$ cat src/rtl/dtanh_grad_mul_stage_pkg.sv
// Shared fp32 constants, field view and classification helpers for the tanh
// backprop datapath.
package dtanh_grad_mul_stage_pkg;

    localparam logic [31:0] FP32_QNAN    = 32'h7FC0_0000;
    localparam int unsigned FP32_BIAS    = 127;
    localparam logic [31:0] FP32_POS_INF = 32'h7F80_0000;
    localparam logic [31:0] DTANH_SAT    = 32'h322B_CC77;

    typedef struct packed {
        logic        sign;
        logic [7:0]  exp;
        logic [22:0] man;
    } fp32_t;

    typedef enum logic [1:0] {
        FP_ZERO,
        FP_NORM,
        FP_INF,
        FP_NAN
    } fp_class_e;

    function automatic fp32_t fp32_fields(input logic [31:0] v);
        return fp32_t'(v);
    endfunction

    // Subnormals classify as zero: this datapath flushes them on input.
    function automatic fp_class_e fp32_class(input fp32_t v);
        if (v.exp == '0)
            return FP_ZERO;
        if (v.exp == '1)
            return (v.man == '0) ? FP_INF : FP_NAN;
        return FP_NORM;
    endfunction

    function automatic logic [23:0] fp32_sig(input fp32_t v);
        return {1'b1, v.man};
    endfunction

endpackage

$ cat src/rtl/dtanh_grad_mul_stage_fp32_mul_rne.sv
// Combinational fp32 multiply (dtanh value x gradient) with round-to-nearest-even,
// flush-to-zero on subnormal inputs/results and saturating specials.
module fp32_mul_rne
    import dtanh_grad_mul_stage_pkg::*;
(
    input  logic [31:0] a,
    input  logic [31:0] b,
    output logic [31:0] p
);

    fp32_t            fa;
    fp32_t            fb;
    fp_class_e        ca;
    fp_class_e        cb;
    logic             sign;
    logic [47:0]      prod;
    logic             norm_shift;
    logic [22:0]      mant_trunc;
    logic             guard;
    logic             sticky;
    logic             round_up;
    logic [23:0]      mant_rnd;
    logic signed [9:0] exp_sum;
    logic signed [9:0] exp_fin;
    logic             unused_sign_a;

    // The dtanh operand is non-negative, so only the gradient sign matters.
    assign unused_sign_a = fa.sign;

    always_comb begin
        fa   = fp32_fields(a);
        fb   = fp32_fields(b);
        ca   = fp32_class(fa);
        cb   = fp32_class(fb);
        sign = fb.sign;

        prod       = 48'(fp32_sig(fa)) * 48'(fp32_sig(fb));
        norm_shift = prod[47];
        exp_sum    = $signed({2'b00, fa.exp}) + $signed({2'b00, fb.exp})
                     - $signed(10'(FP32_BIAS));

        if (norm_shift) begin
            mant_trunc = prod[46:24];
            guard      = prod[23];
            sticky     = |prod[22:0];
        end else begin
            mant_trunc = prod[45:23];
            guard      = prod[22];
            sticky     = |prod[21:0];
        end

        round_up = guard & (sticky | mant_trunc[0]);
        // Fraction overflow into bit 23 means the significand rounded up to 2.0:
        // the fraction bits are then all zero, so only the exponent moves.
        mant_rnd = {1'b0, mant_trunc} + 24'(round_up);
        exp_fin  = exp_sum + $signed({9'b0, norm_shift}) + $signed({9'b0, mant_rnd[23]});

        if (ca == FP_NAN || cb == FP_NAN)
            p = FP32_QNAN;
        else if (ca == FP_INF || cb == FP_INF)
            p = {sign, FP32_POS_INF[30:0]};
        else if (ca == FP_ZERO || cb == FP_ZERO)
            p = {sign, 31'b0};
        else if (exp_fin >= 10'sd255)
            p = {sign, FP32_POS_INF[30:0]};
        else if (exp_fin <= 10'sd0)
            p = {sign, 31'b0};
        else
            p = {sign, exp_fin[7:0], mant_rnd[22:0]};
    end

endmodule

$ cat src/rtl/dtanh_grad_mul_stage.sv
// Tanh backprop stage: drives the enable-stalled dtanh lookup, delays the gradient
// to match it and emits delta = dtanh(x) * g over valid/ready.
module dtanh_grad_mul_stage
    import dtanh_grad_mul_stage_pkg::*;
#(
    parameter int unsigned DTANH_LAT = 4,
    parameter int unsigned X_W       = 16,
    parameter int unsigned G_W       = 32
) (
    input  logic           clk,
    input  logic           rst_n,
    input  logic           in_valid,
    output logic           in_ready,
    input  logic [X_W-1:0] in_x,
    input  logic [G_W-1:0] in_grad,
    output logic [X_W-1:0] dtanh_x,
    output logic           dtanh_en,
    input  logic [G_W-1:0] dtanh_y,
    output logic           out_valid,
    input  logic           out_ready,
    output logic [G_W-1:0] out_data
);

    logic                 adv;
    logic [DTANH_LAT-1:0] vld;
    logic [G_W-1:0]       gdly [DTANH_LAT];
    logic [G_W-1:0]       prod;

    // One global advance: a held output freezes this stage and the dtanh pipe together.
    assign adv      = ~out_valid | out_ready;
    assign dtanh_en = adv;
    assign in_ready = adv;
    assign dtanh_x  = in_x;

    fp32_mul_rne u_mul (
        .a (dtanh_y),
        .b (gdly[DTANH_LAT-1]),
        .p (prod)
    );

    always_ff @(posedge clk or negedge rst_n) begin
        if (!rst_n) begin
            vld       <= '0;
            out_valid <= 1'b0;
            out_data  <= '0;
            for (int unsigned i = 0; i < DTANH_LAT; i++)
                gdly[i] <= '0;
        end else if (adv) begin
            vld     <= {vld[DTANH_LAT-2:0], in_valid};
            gdly[0] <= in_grad;
            for (int unsigned i = 1; i < DTANH_LAT; i++)
                gdly[i] <= gdly[i-1];
            out_valid <= vld[DTANH_LAT-1];
            if (vld[DTANH_LAT-1])
                out_data <= prod;
        end
    end

endmodule
$ cat config.mk
export PLATFORM = sky130hd
export DESIGN_NAME = dtanh_grad_mul_stage
export DESIGN_NICKNAME = d
export VERILOG_FILES = /design/src/rtl/dtanh_grad_mul_stage_pkg.sv /design/src/rtl/dtanh_grad_mul_stage_fp32_mul_rne.sv /design/src/rtl/dtanh_grad_mul_stage.sv
export SDC_FILE = /design/constraint.sdc
export NUM_CORES = 2
export LEC_CHECK = 0
export ABC_AREA = 1
export BUFFER_PORTS_ARGS = -buffer_cell sky130_fd_sc_hd__buf_2
export CORE_ASPECT_RATIO = 0.6
export CORE_MARGIN = 2
export CORE_UTILIZATION = 65
export CTS_CLUSTER_DIAMETER = 100
export DETAILED_ROUTE_END_ITERATION = 8
export GPL_TIMING_DRIVEN = 0
export PLACE_DENSITY_LB_ADDON = 0.3
export SYNTH_ARGS = -nofsm -noshare
export SYNTH_HDL_FRONTEND = slang
export SYNTH_HIERARCHICAL = 1
export SYNTH_SLANG_ARGS = --single-unit
$ cat constraint.sdc
create_clock -name clk -period 24.1 [get_ports clk]
set_input_delay 0 -clock clk [delete_from_list [all_inputs] [get_ports clk]]
set_output_delay 0 -clock clk [all_outputs]
set_load 0.005 [all_outputs]
**Word level (Yosys, flattened, before mapping)**

Index checks and enable logic that the tools add are counted.

- Logic and storage cells: 61
- Register bits: 165
- Input port bits: 84
- Output and inout port bits: 51

- Bitwise logic cells: 4
- $lt $le $gt $ge: 2
- Multiply operators: 1
- $add $sub $neg: 5
- Reductions and logical operators: 12
- Equal/unequal tests: 6
- Multiplexer cells: 24

Operators with widths:

| kind | number |
|---|---|
| $mux W31 | 4 |
| $mul A24 B24 Y48 | 1 |
| $logic_not A23 Y1 | 2 |
| $mux W32 | 1 |
| $add A23 B1 Y24 | 1 |
| $mux W23 | 1 |
| $reduce_or A23 Y1 | 1 |
| $reduce_or A22 Y1 | 1 |
| $add A10 B2 Y10 | 2 |
| $eq A8 B8 Y1 const B | 2 |
| $logic_not A8 Y1 | 2 |
| $mux W2 | 8 |
| $ge A10 B9 Y1 const B | 1 |
| $le A10 B1 Y1 const B | 1 |
| $mux W1 | 10 |
| $sub A10 B8 Y10 const B | 1 |
| $add A8 B8 Y9 | 1 |
| $eq A2 B2 Y1 const B | 4 |
| $logic_not A2 Y1 | 2 |
| $logic_or A1 B1 Y1 | 3 |
| $or A1 B1 Y1 | 2 |
| $reduce_and A2 Y1 | 1 |
| $and A1 B1 Y1 | 1 |
| $not A1 Y1 | 1 |

**Longest topological paths before layout**

- Depth in word-level cells: 13
- Mapped depth: 58
- Mapped depth without buffers: 54

**Modules after synthesis**

Netlist, hierarchy kept.

Modules (own cells, without submodules):

| module | times used | seq. area each (µm²) | area an instance (µm²) | cells an instance |
|---|---|---|---|---|
| fp32_mul_rne | 1 | 0.0 | 22,829.4 | 3,302 |
| dtanh_grad_mul_stage | 1 | 4,129.0 | 6,682.7 | 732 |

**Least setup slack after synthesis**

OpenSTA, ideal clock, no wires.

- Path kind: reg-to-reg
- From: reg gdly[3] in the netlist's numbering
- To: reg out_data[21]
- Data required time: 24.035 ns
- Stages on the path, launching flop included: 58
- Path buffers: 4
- Clock period less this slack: 9.282 ns
- Library setup time: 0.065 ns
- Arrival: 9.217 ns
- Setup slack: 14.818 ns
- Cell sequence: dfrtp_1 -> clkbuf_1 -> clkbuf_1 -> nand2_1 -> fa_1 -> inv_1 -> fa_1 -> inv_1 -> fa_1 -> inv_1 -> fa_1 -> inv_1 -> fa_1 -> inv_1 -> fa_1 -> inv_1 -> fa_1 -> inv_1 -> (+22 left out) -> inv_1 -> fa_1 -> o21ai_0 -> a21oi_1 -> nor2_1 -> nor2_1 -> xor2_1 -> inv_1 -> nand4_1 -> nand2_1 -> nand2_1 -> inv_1 -> nor2_1 -> buf_2 -> nand2_1 -> nor2_1 -> nand3_1 -> nand2_1

- Cells in the longest elaborated chain, start to end: 13
- Elaborated cells between the ends (all ways): 29
- Those cells by class: 3 x add/sub; 1 x mul; 2 x order compare; 2 x eq/ne; 12 x mux; 2 x bitwise; 7 x reduce/logical

Ends and longest elaborated chain:

| element | line | RTL |
|---|---|---|
| from (decl) | dtanh_grad_mul_stage.sv:26 | `logic [G_W-1:0] gdly [DTANH_LAT];` |
| from (signal, indexed assignment) | dtanh_grad_mul_stage.sv:52 | `gdly[i] <= gdly[i-1];` |
| $mul A24 B24 Y48 | dtanh_grad_mul_stage_fp32_mul_rne.sv:37 | `prod = 48'(fp32_sig(fa)) * 48'(fp32_sig(fb));` |
| $reduce_or A23 Y1 / $reduce_or A22 Y1 (equally long branches) | dtanh_grad_mul_stage_fp32_mul_rne.sv:45, dtanh_grad_mul_stage_fp32_mul_rne.sv:49 |  |
| $mux W1 | dtanh_grad_mul_stage_fp32_mul_rne.sv:42 | `if (norm_shift) begin` |
| $or A1 B1 Y1 | dtanh_grad_mul_stage_fp32_mul_rne.sv:52 | `round_up = guard & (sticky \| mant_trunc[0]);` |
| $and A1 B1 Y1 | dtanh_grad_mul_stage_fp32_mul_rne.sv:52 |  |
| $add A23 B1 Y24 | dtanh_grad_mul_stage_fp32_mul_rne.sv:55 | `mant_rnd = {1'b0, mant_trunc} + 24'(round_up);` |
| $add A10 B2 Y10 | dtanh_grad_mul_stage_fp32_mul_rne.sv:56 | `exp_fin = exp_sum + $signed({9'b0, norm_shift}) + $signed({9'b0, mant_rnd[23]});` |
| $le A10 B1 Y1 | dtanh_grad_mul_stage_fp32_mul_rne.sv:66 | `else if (exp_fin <= 10'sd0)` |
| $mux W31 | dtanh_grad_mul_stage_fp32_mul_rne.sv:66 |  |
| $mux W31 | dtanh_grad_mul_stage_fp32_mul_rne.sv:64 | `else if (exp_fin >= 10'sd255)` |
| $mux W31 | dtanh_grad_mul_stage_fp32_mul_rne.sv:62 | `else if (ca == FP_ZERO \|\| cb == FP_ZERO)` |
| $mux W31 | dtanh_grad_mul_stage_fp32_mul_rne.sv:60 | `else if (ca == FP_INF \|\| cb == FP_INF)` |
| $mux W32 * | dtanh_grad_mul_stage_fp32_mul_rne.sv:58 | `if (ca == FP_NAN \|\| cb == FP_NAN)` |
| via prod[21] | dtanh_grad_mul_stage.sv:27 | `logic [G_W-1:0] prod;` |
| to (signal assigned) | dtanh_grad_mul_stage.sv:55 | `out_data <= prod;` |
| to (decl) | dtanh_grad_mul_stage.sv:21 | `output logic [G_W-1:0] out_data` |

Mark *: on every way through the listed nets, which the timed path passes. The rest lies on a longest branch.
A chain may end at the register's enable or synchronous reset.

**Worst setup path after layout**

- From: reg gdly[8] in the netlist's numbering
- To: reg out_data[21]

Same word-level chain as after synthesis.

==> out/qor.yml <==
outcome: "finished, violations left"
violations: "capacitance limit"
crit_family: "adder cells"
core_area_mm2: 0.04482
tns_ns: 0
grt_pass1_vias: 26080
grt_first_pass_wirelength_um: 148800
drive_gt1_share_pct: 7.055
nNetsFinal: 4953
crit_slowest_cell: "clkbuf_1"
firstDrtPassIters: 7
ys_warn_count: 6
cts.sinks: 165
drc: 0
yosysMostFrequentCell: "nand2_1"
via_per_inst: 5.528
area_delta_synth_final_pct: 7.653
yosysUniqueCellTypes: 46
crit_path_start: "gdly[8]"
yosys.area.top_type: "fa_1"
path_common_cell: "fa_1"
path_buf_inv: 13
register_area_mm2: 0.004129
worstPathRequired_ns: 24.49
hold_class: "in2async"
cts-buffers-inserted: 17
finalCriticalPeriod_ns: 12.32
die_x_um: 279.1
rows: 60
cp_data_arrival_time_ns: 12.71
critPathLaunchType: "flop"
final_cells: 4801
overflow: 0
synth-seq-cells: 165
antenna_left: 0
grt_use_total_pct: 42.50
clkTransAtPathRegs_ns: 0.07
yosysTopAreaCellShare_pct: 32.83
cts_root_buf: "clkbuf_16"
place_hpwl_um: 77520
max-slew-margin-rel_pct: 1.858
setup_viol: 0
ys.flop_type: "dfrtp_1"
cap_violations: 1
wl_um: 96720
worst-setup-path-type: "reg2reg"
htree_num_levels: 4
synth_area_leaders: "fa_1, nand2_1, dfrtp_1"
end_kind: "flop"
ctsResizeCount: 0
netlist_area_mm2: 0.02951
io_pins: 135
synth_enable_flop_cells: 0
grt_start_max_net_pins: 116
synth_nets: 4790
dpl.cell_count: 4733
slowest_delay_ns: 0.81
cts_buffer_depth: 2
antenna_found_initial: 1
post-cts-setup-buffers: 0
wl_per_cell_um: 20.14
clk_latency_ns: 0.45
finalCoreUtilization_pct: 70.89
rsz0062_at_grt: "no"
ys_top_cells_by_count: "nand2_1, inv_1, fa_1"
fin_area_mm2: 0.03177
die_area_mm2: 0.04718
fin_worst_skew_ns: 0.01316
synthCells: 4034
cts_hold_buf: 34
tritoncts: "built"
gp_congestion: 1.083
synth_seq_area_share_pct: 13.99
first_iter_violations: 3538
fmax_mhz: 81.15
async_flop_share_pct: 100.0
syn_area_per_cell_um2: 7.316
finalCritPeriodShare_pct: 51.13
fillers: 3776
fp.dieH_um: 169.1
hold_violations: 0
worst_pin_slew_ns: 1.459
worst_r2r_startpoint: "gdly[8]"
initial_core_util_pct: 65.85
portBuffers: 109
critPathMaxFanout: 10
routed-via-count: 26540
dpl-instance-area_mm2: 0.03083
multi_input_area_mm2: 0.02035
slew_viol_final: 0
[through the flow]
step                      setup slack, ns  hold WS [ns]
after floorplan                     14.82       -0.2956
after global placement              12.32        0.1657
after detailed placement            12.32      -0.07075
after CTS                           12.26       0.05431
after global routing                11.23       0.08183
final                               11.78       0.04180
[placed cells by master (no fill, tap or decap), types with 4 or more instances in the layout]
cell type	synthesis	routed
buf_6	13	13
a21oi_1	46	46
o21ai_1	5	5
nand3_1	229	229
ha_1	188	188
nand2_2	34	34
clkbuf_16	0	17
nor4_1	17	17
dlygate4sd3_1	0	34
clkbuf_1	110	110
inv_2	8	8
inv_8	0	4
buf_4	23	23
nand2_4	11	11
nor2_4	14	14
nor2_2	8	8
nand4_1	18	18
fa_1	484	484
xnor2_1	10	10
buf_2	31	139
o21ai_0	20	20
xor2_1	21	21
nor3_1	15	15
nor2_1	125	125
inv_1	1086	1086
nand2_1	1314	1314
o21bai_1	5	5
dfrtp_1	165	165
[worst paths after layout]
check	endpoint	slack [ns]	cells after the start
max	out_data[21]	11.78	52
min	out_data[15]	0.04	2
max reg2reg	out_data[21]	11.78	52
min reg2reg	out_data[14]	0.47	2
max in group asynchronous	gdly[105]	23.14	3
min in group clk	out_data[31]	0.12	6
[state kept, by name, indices dropped and copies added, names as in the netlist]
signal	flops
gdly	128
out_data	32
out_valid	1
vld	4
[kinds of logic after synthesis]
| group | after synthesis | share of synthesized area, % |
|---|---|---|
| flops | 165 | 13.99 |
| xor+xnor | 31 | 0.9200 |
| buf+inv | 1274 | 17.05 |
| simple gates | 1802 | 25.51 |
| compound gates | 90 | 1.730 |
| fa+ha+maj | 672 | 40.80 |
[per-layer routing]
layer / track usage, % / wire length, um
met1: 62.08 / 40390
met2: 55.83 / 36530
met3: 21.35 / 17300
met4: 9.818 / 2497
met5: 0 / 0
[worst reg2reg max path: cells and delay by family (launching register included)]
family | cells | cell delay [ns]
fa+ha+maj | 10 | 4.73
simple gates | 26 | 3.59
buf+inv | 13 | 2.75
compound gates | 2 | 0.51
flops | 1 | 0.36
xor+xnor | 1 | 0.33
[final cells by class]
cell class	count	area share, %
Clock buffer	18	1.382
Multi-Input combinational cell	2595	64.06
Inverter	1094	12.93
Buffer	180	2.914
Clock inverter	14	0.4844
Sequential cell	165	13.00
Tap cell	589	2.320
Timing Repair Buffer	144	2.906
Antenna cell	2	0.01575
Power is left out: the tool's default activity adds up to more than one toggle a clock period on the data nets, which glitch-free logic cannot reach.
